**src/rtl/serial_pkg.sv**
```systemverilog
// Shared definitions for the UART-style serial transmit controller:
// frame geometry and the 2-bit FSM state encoding.
package serial_pkg;

    localparam int unsigned FRAME_BITS = 10;
    localparam int unsigned DATA_BITS  = 8;
    localparam int unsigned CNT_W      = $clog2(DATA_BITS);

    localparam logic [1:0] ST_IDLE  = 2'd0;
    localparam logic [1:0] ST_START = 2'd1;
    localparam logic [1:0] ST_DATA  = 2'd2;
    localparam logic [1:0] ST_STOP  = 2'd3;

    typedef enum logic [1:0] {
        StIdle  = ST_IDLE,
        StStart = ST_START,
        StData  = ST_DATA,
        StStop  = ST_STOP
    } tx_state_e;

endpackage

```
**src/rtl/shift_reg8_en.sv**
```systemverilog
// 8-bit parallel-load / shift-right register with a hold enable.
// S_L=1 loads p_in, S_L=0 shifts right taking s_in into the MSB.
module shift_reg8_en (
    input  logic       clk,
    input  logic       rst,
    input  logic       en,
    input  logic       S_L,
    input  logic       s_in,
    input  logic [7:0] p_in,
    output logic [7:0] Q
);

    always_ff @(posedge clk or posedge rst) begin
        if (rst) begin
            Q <= 8'hFF;
        end else if (en) begin
            if (S_L) begin
                Q <= p_in;
            end else begin
                Q <= {s_in, Q[7:1]};
            end
        end
    end

endmodule

```
**src/rtl/serial_tx_ctrl.sv**
```systemverilog
// Serializes bytes as start + 8 data bits (LSB first) + stop, one bit every CLK_DIV clocks.
// Outputs are decoded purely from registered state, so no input reaches an output combinationally.
module serial_tx_ctrl
    import serial_pkg::*;
#(
    parameter int unsigned CLK_DIV = 16
) (
    input  logic       clk,
    input  logic       rst,
    input  logic [7:0] tx_data,
    input  logic       tx_valid,
    output logic       tx_ready,
    output logic       tx_out,
    output logic       busy,
    output logic       done
);

    localparam int unsigned DIV_W = $clog2(CLK_DIV + 1);

    tx_state_e        state_q;
    logic [DIV_W-1:0] div_q;
    logic [CNT_W-1:0] bit_cnt_q;
    logic             done_q;
    logic [7:0]       shreg_q;
    logic             div_wrap;
    logic             accept;
    logic             sr_en;
    logic             unused_shreg_hi;

    assign div_wrap = (div_q == DIV_W'(CLK_DIV - 1));
    assign accept   = (state_q == StIdle) && tx_valid;
    // Load on accept, shift once per bit period while sending data bits.
    assign sr_en    = accept || ((state_q == StData) && div_wrap);

    shift_reg8_en u_shreg (
        .clk  (clk),
        .rst  (rst),
        .en   (sr_en),
        .S_L  (accept),
        .s_in (1'b1),
        .p_in (tx_data),
        .Q    (shreg_q)
    );

    assign unused_shreg_hi = ^shreg_q[7:1];

    always_ff @(posedge clk or posedge rst) begin
        if (rst) begin
            state_q   <= StIdle;
            div_q     <= '0;
            bit_cnt_q <= '0;
            done_q    <= 1'b0;
        end else begin
            done_q <= 1'b0;
            case (state_q)
                StIdle: begin
                    if (tx_valid) begin
                        state_q   <= StStart;
                        div_q     <= '0;
                        bit_cnt_q <= '0;
                    end
                end
                StStart: begin
                    if (div_wrap) begin
                        div_q   <= '0;
                        state_q <= StData;
                    end else begin
                        div_q <= div_q + DIV_W'(1);
                    end
                end
                StData: begin
                    if (div_wrap) begin
                        div_q <= '0;
                        if (bit_cnt_q == CNT_W'(DATA_BITS - 1)) begin
                            bit_cnt_q <= '0;
                            state_q   <= StStop;
                        end else begin
                            bit_cnt_q <= bit_cnt_q + CNT_W'(1);
                        end
                    end else begin
                        div_q <= div_q + DIV_W'(1);
                    end
                end
                StStop: begin
                    if (div_wrap) begin
                        div_q   <= '0;
                        state_q <= StIdle;
                        done_q  <= 1'b1;
                    end else begin
                        div_q <= div_q + DIV_W'(1);
                    end
                end
                default: state_q <= StIdle;
            endcase
        end
    end

    assign tx_ready = (state_q == StIdle);
    assign busy     = (state_q != StIdle);
    assign done     = done_q;

    always_comb begin
        tx_out = 1'b1;
        case (state_q)
            StStart: tx_out = 1'b0;
            StData:  tx_out = shreg_q[0];
            default: tx_out = 1'b1;
        endcase
    end

endmodule

```
**config.mk**
```make
export PLATFORM = sky130hd
export DESIGN_NAME = serial_tx_ctrl
export DESIGN_NICKNAME = d
export VERILOG_FILES = /design/src/rtl/serial_pkg.sv /design/src/rtl/shift_reg8_en.sv /design/src/rtl/serial_tx_ctrl.sv
export SDC_FILE = /design/constraint.sdc
export NUM_CORES = 1
export LEC_CHECK = 0
export CORE_UTILIZATION = 55
export DETAILED_ROUTE_END_ITERATION = 10
export PLACE_DENSITY = 0.88
export SKIP_CTS_REPAIR_TIMING = 1
export SLEW_MARGIN = 20
export SYNTH_ARGS = -nofsm -noshare
export SYNTH_HDL_FRONTEND = slang
export SYNTH_SLANG_ARGS = --single-unit
```
**constraint.sdc**
```tcl
create_clock -name clk -period 3.7 [get_ports clk]
set_input_delay 1.11 -clock clk [delete_from_list [all_inputs] [get_ports clk]]
set_output_delay 1.11 -clock clk [all_outputs]
set_load 0.02 [all_outputs]
```
==> results of run 1 <==
## synth_stat cells (all sizes together)
library cell / n
nor2: 15
a21oi: 12
dfrtp: 11
dfstp: 8
ha: 8
mux2i: 8
o21ai: 7
inv: 5
nand3: 5
nand2: 4
nor3: 3
a22oi: 2
a31oi: 2
buf: 2
clkbuf: 2
nor4: 2
o21a: 2
a21o: 1
and2: 1
mux2: 1
nand3b: 1
nand4b: 1
nor2b: 1
nor3b: 1
nor4b: 1
o31ai: 1
## power by group through the flow
stage	clock (uW)	combinational [uW]	sequential (uW)
6_report	106	14.6	208
5_1_grt	118	16.3	208
4_1_cts	107	14.9	208
3_5_place_dp	0	14.9	212
3_3_place_gp	0	14.7	212
2_1_floorplan	0	3.11	212
## logic make-up (layout without fill, tap and decap cells)
logic type      count (synthesis)  in the layout  synth area share
fa+ha+maj                       8              8            0.0946
buf+inv                         9             24            0.0343
compound gates                 27             27             0.144
mux                             9              9            0.0863
flops                          19             19             0.459
simple gates                   35             35             0.182
## worst paths after layout
path                            startpoint  depth (start not counted)      endpoint
worst max register to register  state_q[0]                          6  u_shreg.Q[4]
worst min-delay path              div_q[1]                          2      div_q[1]
max in group asynchronous              rst                          2    state_q[0]
min in group asynchronous              rst                          2  bit_cnt_q[2]
worst min register to register    div_q[1]                          2      div_q[1]
worst max-delay path            state_q[0]                          5        tx_out
## routing by layer
layer | vias up | wire [um] | global-route usage
met4 | 0 | 19 | 0.0824
li1 | 414 | - | -
met2 | 19 | 1050 | 0.372
met1 | 398 | 868 | 0.266
met3 | 4 | 56 | 0.0437
met5 | - | 0 | 0
## registers in the layout, indices dropped and copies added (netlist names)
name	count
u_shreg.Q	8
div_q	5
state_q	2
bit_cnt_q	3
done	1
## tightest hold or removal path, stage by stage (launching register included)
cell     delay [ps]
dfrtp_1         390
nand2_1          50
o21ai_0          60
## area by class of cell
type                    instances  share of cell area
multi-input cells              79               0.430
repair buffers                 15               0.118
inverters                       5              0.0150
flip-flops and latches         19               0.389
clock buffers                   3              0.0181
clock inverters                 1             0.00401
well taps                      25              0.0251
## through the flow
step / cells / cell area [um2] / util / setup WS, ps / power [uW]
global route: 147 / 1250 / 0.707 / 401 / 343
finish: 147 / 1250 / 0.707 / 506 / 329
floorplan: 107 / 1060 / - / 1360 / 215
CTS: 147 / 1250 / 0.707 / 509 / 330
global placement: 143 / 1220 / 0.691 / 945 / 226
detailed placement: 143 / 1220 / 0.691 / 862 / 227
==> run_results.csv, run 1 <==
group,metric,value,unit
run_status,outcome,"completed",
power_and_ir_drop,netSwitchingFraction,0.217,
cells_and_area,n_antenna_cell,0,
run,cap_violations,0,
floorplanning,fp.dieW,45.9,um
power_and_ir_drop,switchingPower,71.3,uW
timing,fin_worst_skew,1.69,ps
cells_and_area,seq_area,485,um2
cells_and_area,drive_above_1_share,0.139,
cells_and_area,final_common_cell,"nor2_1",
timing,relSlewSlack,0.529,
cells_and_area,final_cell_mix,"nor2_1 (15), clkdlybuf4s50_1 (14), a21oi_1 (12)",
cells_and_area,multi_input_area,537,um2
drt,wirelength,1990,um
timing,tns,0,ps
timing,post-route-min-period,3190,ps
power_and_ir_drop,pwr-share-seq,0.633,
timing,setup-violations-final,0,
timing,max_freq,313,MHz
critical_path,critPathKind,"register to primary output",
critical_path,max_stage_delay,610,ps
synthesis,synth_cell_types,29,
critical_path,cp.required,2590,ps
global_routing,grt-ovfl-total,0,
clock_network,cts_tree,"yes",
cells_and_area,fillers,126,
synthesis,synth_area_leaders,"dfrtp_1 (26%), dfstp_2 (20%), ha_1 (9.5%), mux2i_1 (7.6%), a21oi_1 (5.7%)",
synthesis,ys_ff_latch,19,
min_path,hp-class,"register to register",
drt,detail_route.iter0.violations,23,
drt,num_vias,835,
placed_design,dp_hpwl,1510,um
drt,vias_per_cell,5.68,
clock_network,htreeDepth,1,
global_routing,grt_start_max_net_pins,20,
critical_path,critPathLaunchType,"register",
synthesis,synth_area_leader_cell,"dfrtp_1",
critical_path,cp_max_fo,7,
global_routing,grt_pass1_vias,768,
clock_network,clkSlewWorstSetupHoldPaths,110,ps
timing,whs,529,ps
power_and_ir_drop,p_comb_frac,0.044,
power_and_ir_drop,power_leakage,0.000497,uW
timing,rsz0062_at_grt,"no",
global_routing,grtUsageTotal,0.217,
floorplanning,die_area,2100,um2
synthesis,syn-mean-instance-area,9.89,um2
floorplanning,coreArea,1760,um2
critical_path,cp_slowest_cell,"clkdlybuf4s50_1",
cells_and_area,area_delta_synth_final,17.8,%
synthesis,synth_nets,126,
cells_and_area,layout.nets,142,
critical_path,worstPathArrival,2080,ps
placed_design,gp_congestion,0.837,
power_and_ir_drop,power_density,264,nW/um2
global_routing,antenna_found_initial,0,
synthesis,yosysWarnings,0,
critical_path,path_delay_family,"buffers and inverters",
drt,antenna_left,0,
placed_design,io_buffers,14,
synthesis,netlist_instances,107,
drt,post_drt_wl_per_cell,13.5,um
critical_path,path_cells,"inv_1, ha_1, inv_2, a21oi_1, clkdlybuf4s50_1",
critical_path,worst-path-buf-inv,3,
timing,slew_violations,0,
clock_network,clock-sinks,19,
power_and_ir_drop,intPower,258,uW
timing,hold_violations,0,
floorplanning,io-pin-count,15,
critical_path,r2r_slack,1780,ps
floorplanning,row_count,15,
synthesis,ys_seq_area_frac,0.459,
power_and_ir_drop,clockPowerShare,0.323,
timing,timing.final.crit_share,0.863,
floorplanning,die_y,45.9,um
global_routing,grt_pass1_wl,3250,um
drt,dr.pass1.iters,4,
timing,worst_slew_pin_slew,705,ps
clock_network,cts_buffer_depth,2,
power_and_ir_drop,vdd_drop_max,222,uV
synthesis,synth_top_area_share,0.260,
critical_path,end_kind,"primary output",
clock_network,cts_root_buf,"clkbuf_4",
floorplanning,start_util,0.600,
synthesis,synthesis.area,1060,um2
clock_network,cts_buffers,3,
drt,drcViolationCount,0,
clock_network,worst_skew_pair.late_latency,300,ps
No activity file was read; power rests on OpenSTA's default activity.
==> run 2, diff against run 1 <==
--- a/config.mk
+++ b/config.mk
@@ -5,7 +5,9 @@
 export SDC_FILE = /design/constraint.sdc
 export NUM_CORES = 1
 export LEC_CHECK = 0
+export ABC_AREA = 1
 export CORE_UTILIZATION = 55
+export CTS_CLUSTER_DIAMETER = 30
 export DETAILED_ROUTE_END_ITERATION = 10
 export PLACE_DENSITY = 0.88
 export SKIP_CTS_REPAIR_TIMING = 1
==> run 2 against run 1 <==
Effect of this change:
- worst hold slack got worse by 48 ps
- combinational power rose to 34 times the previous value
- clock skew increased by 8.9 ps
- sequential power increased by 74%
- critical path type unchanged
==> run_results.csv, run 2 <==
group,metric,value,unit
timing,fin_worst_skew,10.6,ps
timing,relSlewSlack,0.518,
clock_network,worst_skew_pair.late_latency,300,ps
drt,antenna_left,0,
global_routing,grt-ovfl-total,0,
clock_network,cts_buffer_depth,2,
timing,rsz0062_at_grt,"no",
cells_and_area,final_area,1290,um2
synthesis,synthTopCellsByCount,"nand2_1 (51), inv_1 (16), nand3_1 (14)",
synthesis,ys_ff_latch,19,
floorplanning,start_util,0.615,
timing,max_freq,325,MHz
drt,vias_per_cell,5.09,
synthesis,synth-main-ff-cell,"dfrtp_1",
run,cap_violations,0,
placed_design,gp_congestion,0.900,
cells_and_area,area_delta_synth_final,15.6,%
synthesis,synthesis.area,1120,um2
cells_and_area,n_antenna_cell,0,
global_routing,gr-max-usage-layer,"met2",
timing,post-route-min-period,3070,ps
timing,slew_violations,0,
min_path,hp-class,"register to register",
run_status,outcome,"completed",
floorplanning,die_y,47.1,um
global_routing,use_met3,0.0731,
synthesis,synth_top_family_by_area,"simple AND/OR/NAND/NOR gates",
timing,tns,0,ps
critical_path,cp_slowest_cell,"clkdlybuf4s50_1",
global_routing,grtUsageTotal,0.228,
drt,num_vias,937,
critical_path,cp_max_fo,9,
global_routing,global_route.usage.met1,0.262,
synthesis,netlist_instances,143,
floorplanning,row_count,15,
floorplanning,coreArea,1820,um2
synthesis,synth_area_leaders,"dfrtp_1 (25%), dfstp_2 (19%), nand2_1 (17%), ha_1 (8.9%), nand3_1 (6.3%)",
placed_design,placed_area,1270,um2
global_routing,use_met2,0.383,
placed_design,io_buffers,14,
cells_and_area,final_common_cell,"nand2_1",
drt,detail_route.iter0.violations,25,
synthesis,postSynth.asyncResetShare,1.00,
critical_path,end_kind,"primary output",
critical_path,path_delay_family,"buffers and inverters",
critical_path,r2r_start,"state_q[0]",
clock_network,clkSlewWorstSetupHoldPaths,110,ps
clock_network,clock-sinks,19,
synthesis,synthMostInstantiatedCell,"nand2_1",
clock_network,cts_root_buf,"clkbuf_4",
power_and_ir_drop,power_density,740,nW/um2
timing,setup-violations-final,0,
clock_network,cts_tree,"yes",
global_routing,antenna_found_initial,0,
drt,post_drt_wl_per_cell,11.9,um
critical_path,worst-path-buf-inv,2,
power_and_ir_drop,power_leakage,0.000669,uW
cells_and_area,final_cell_mix,"nand2_1 (51), inv_1 (16), nand3_1 (14), clkdlybuf4s50_1 (14), dfrtp_1 (11)",
synthesis,synth-xor-area-share,0,
global_routing,grt_pass1_wl,3370,um
synthesis,synth_top_area_share,0.246,
floorplanning,io-pin-count,15,
synthesis,synth_edf_count,0,
floorplanning,die_area,2220,um2
synthesis,synth_simple_gate_area_share,0.356,
synthesis,synth_nets,162,
cells_and_area,layout.nets,179,
critical_path,r2r_slack,2150,ps
timing,timing.final.crit_share,0.831,
power_and_ir_drop,vdd_drop_max,403,uV
placed_design,dp_hpwl,1660,um
drt,dr.pass1.iters,4,
critical_path,critPathLaunchType,"register",
critical_path,max_stage_delay,620,ps
synthesis,synth_area_leader_cell,"dfrtp_1",
cells_and_area,largest_reg_flops,8,
cells_and_area,top_register,"u_shreg.Q",
min_path,min_from,"u_shreg.Q[7]",
critical_path,path_cells,"inv_1, ha_1, nand2_1, o21ai_0, clkdlybuf4s50_1",
critical_path,worstPathArrival,1960,ps
synthesis,synth_cell_types,21,
timing,worst_slew_pin_slew,722,ps
global_routing,grt_pass1_vias,846,
critical_path,critPathKind,"register to primary output",
synthesis,synthAdderAreaFrac,0.0894,
synthesis,muxShareOfSynthArea,0,
floorplanning,fp.dieW,47.1,um
drt,drcViolationCount,0,
synthesis,synth_compound_area_frac,0.0402,
cells_and_area,fillers,149,
cells_and_area,drive_above_1_share,0.126,
clock_network,htreeDepth,1,
timing,hold_violations,0,
synthesis,yosysWarnings,0,
global_routing,grt_start_max_net_pins,20,
power_and_ir_drop,totalPowerFinal,958,uW
cells_and_area,top_regs,"u_shreg.Q x8, div_q x5, bit_cnt_q x3",
critical_path,cp.required,2590,ps
drt,wirelength,2180,um
synthesis,syn-mean-instance-area,7.83,um2
clock_network,cts_buffers,3,
critical_path,startpoint,"state_q[0]",
synthesis,ys_seq_area_frac,0.434,
[run 2: through the flow]
stage / utilization / worst slack (ps) / hold slack (ps) / instances
2_1_floorplan: - / 1340 / 446 / 143
3_3_place_gp: 0.697 / 1010 / 459 / 180
3_5_place_dp: 0.697 / 948 / 463 / 180
4_1_cts: 0.711 / 609 / 485 / 184
5_1_grt: 0.711 / 481 / 507 / 184
6_report: 0.711 / 626 / 481 / 184
[run 2: logic make-up after synthesis]
group           count (synthesis)
fa+ha+maj                       8
flops                          19
simple gates                   88
compound gates                  8
buf+inv                        20
[run 2: worst paths after layout]
kind,end,cells past startpoint
setup / recovery,tx_out,5
hold / removal,u_shreg.Q[7],2
setup reg to reg,div_q[3],9
hold reg to reg,u_shreg.Q[7],2
max in group asynchronous,div_q[2],2
min in group asynchronous,bit_cnt_q[1],2
[run 2: report_power, final]
group / internal (uW) / switching [uW]
Combinational: 188 / 303
Clock: 42.0 / 63.1
Sequential: 311 / 51.1
Total: 541 / 417
[run 2: layout make-up]
type,count,area (um2),share of cell area
Multi-Input combinational cell,104,544,0.420
Tap cell,25,31.3,0.0242
Sequential cell,19,485,0.375
Clock buffer,4,26.3,0.0203
Timing Repair Buffer,14,140,0.108
Inverter,18,67.6,0.0522
[run 2: tightest hold or removal path, delay by kind of cell, from the launching register on]
kind / cells / cell delay [ps]
flip-flops: 1 / 390
AND/OR/NAND/NOR: 2 / 100
[run 2: routing by layer]
metal,part of all wire,vias to the layer above,wire (um)
met2,0.52,19,1130
met3,0.034,2,74
met5,0,-,0
li1,-,487,-
met4,0.0082,0,18
met1,0.44,429,957
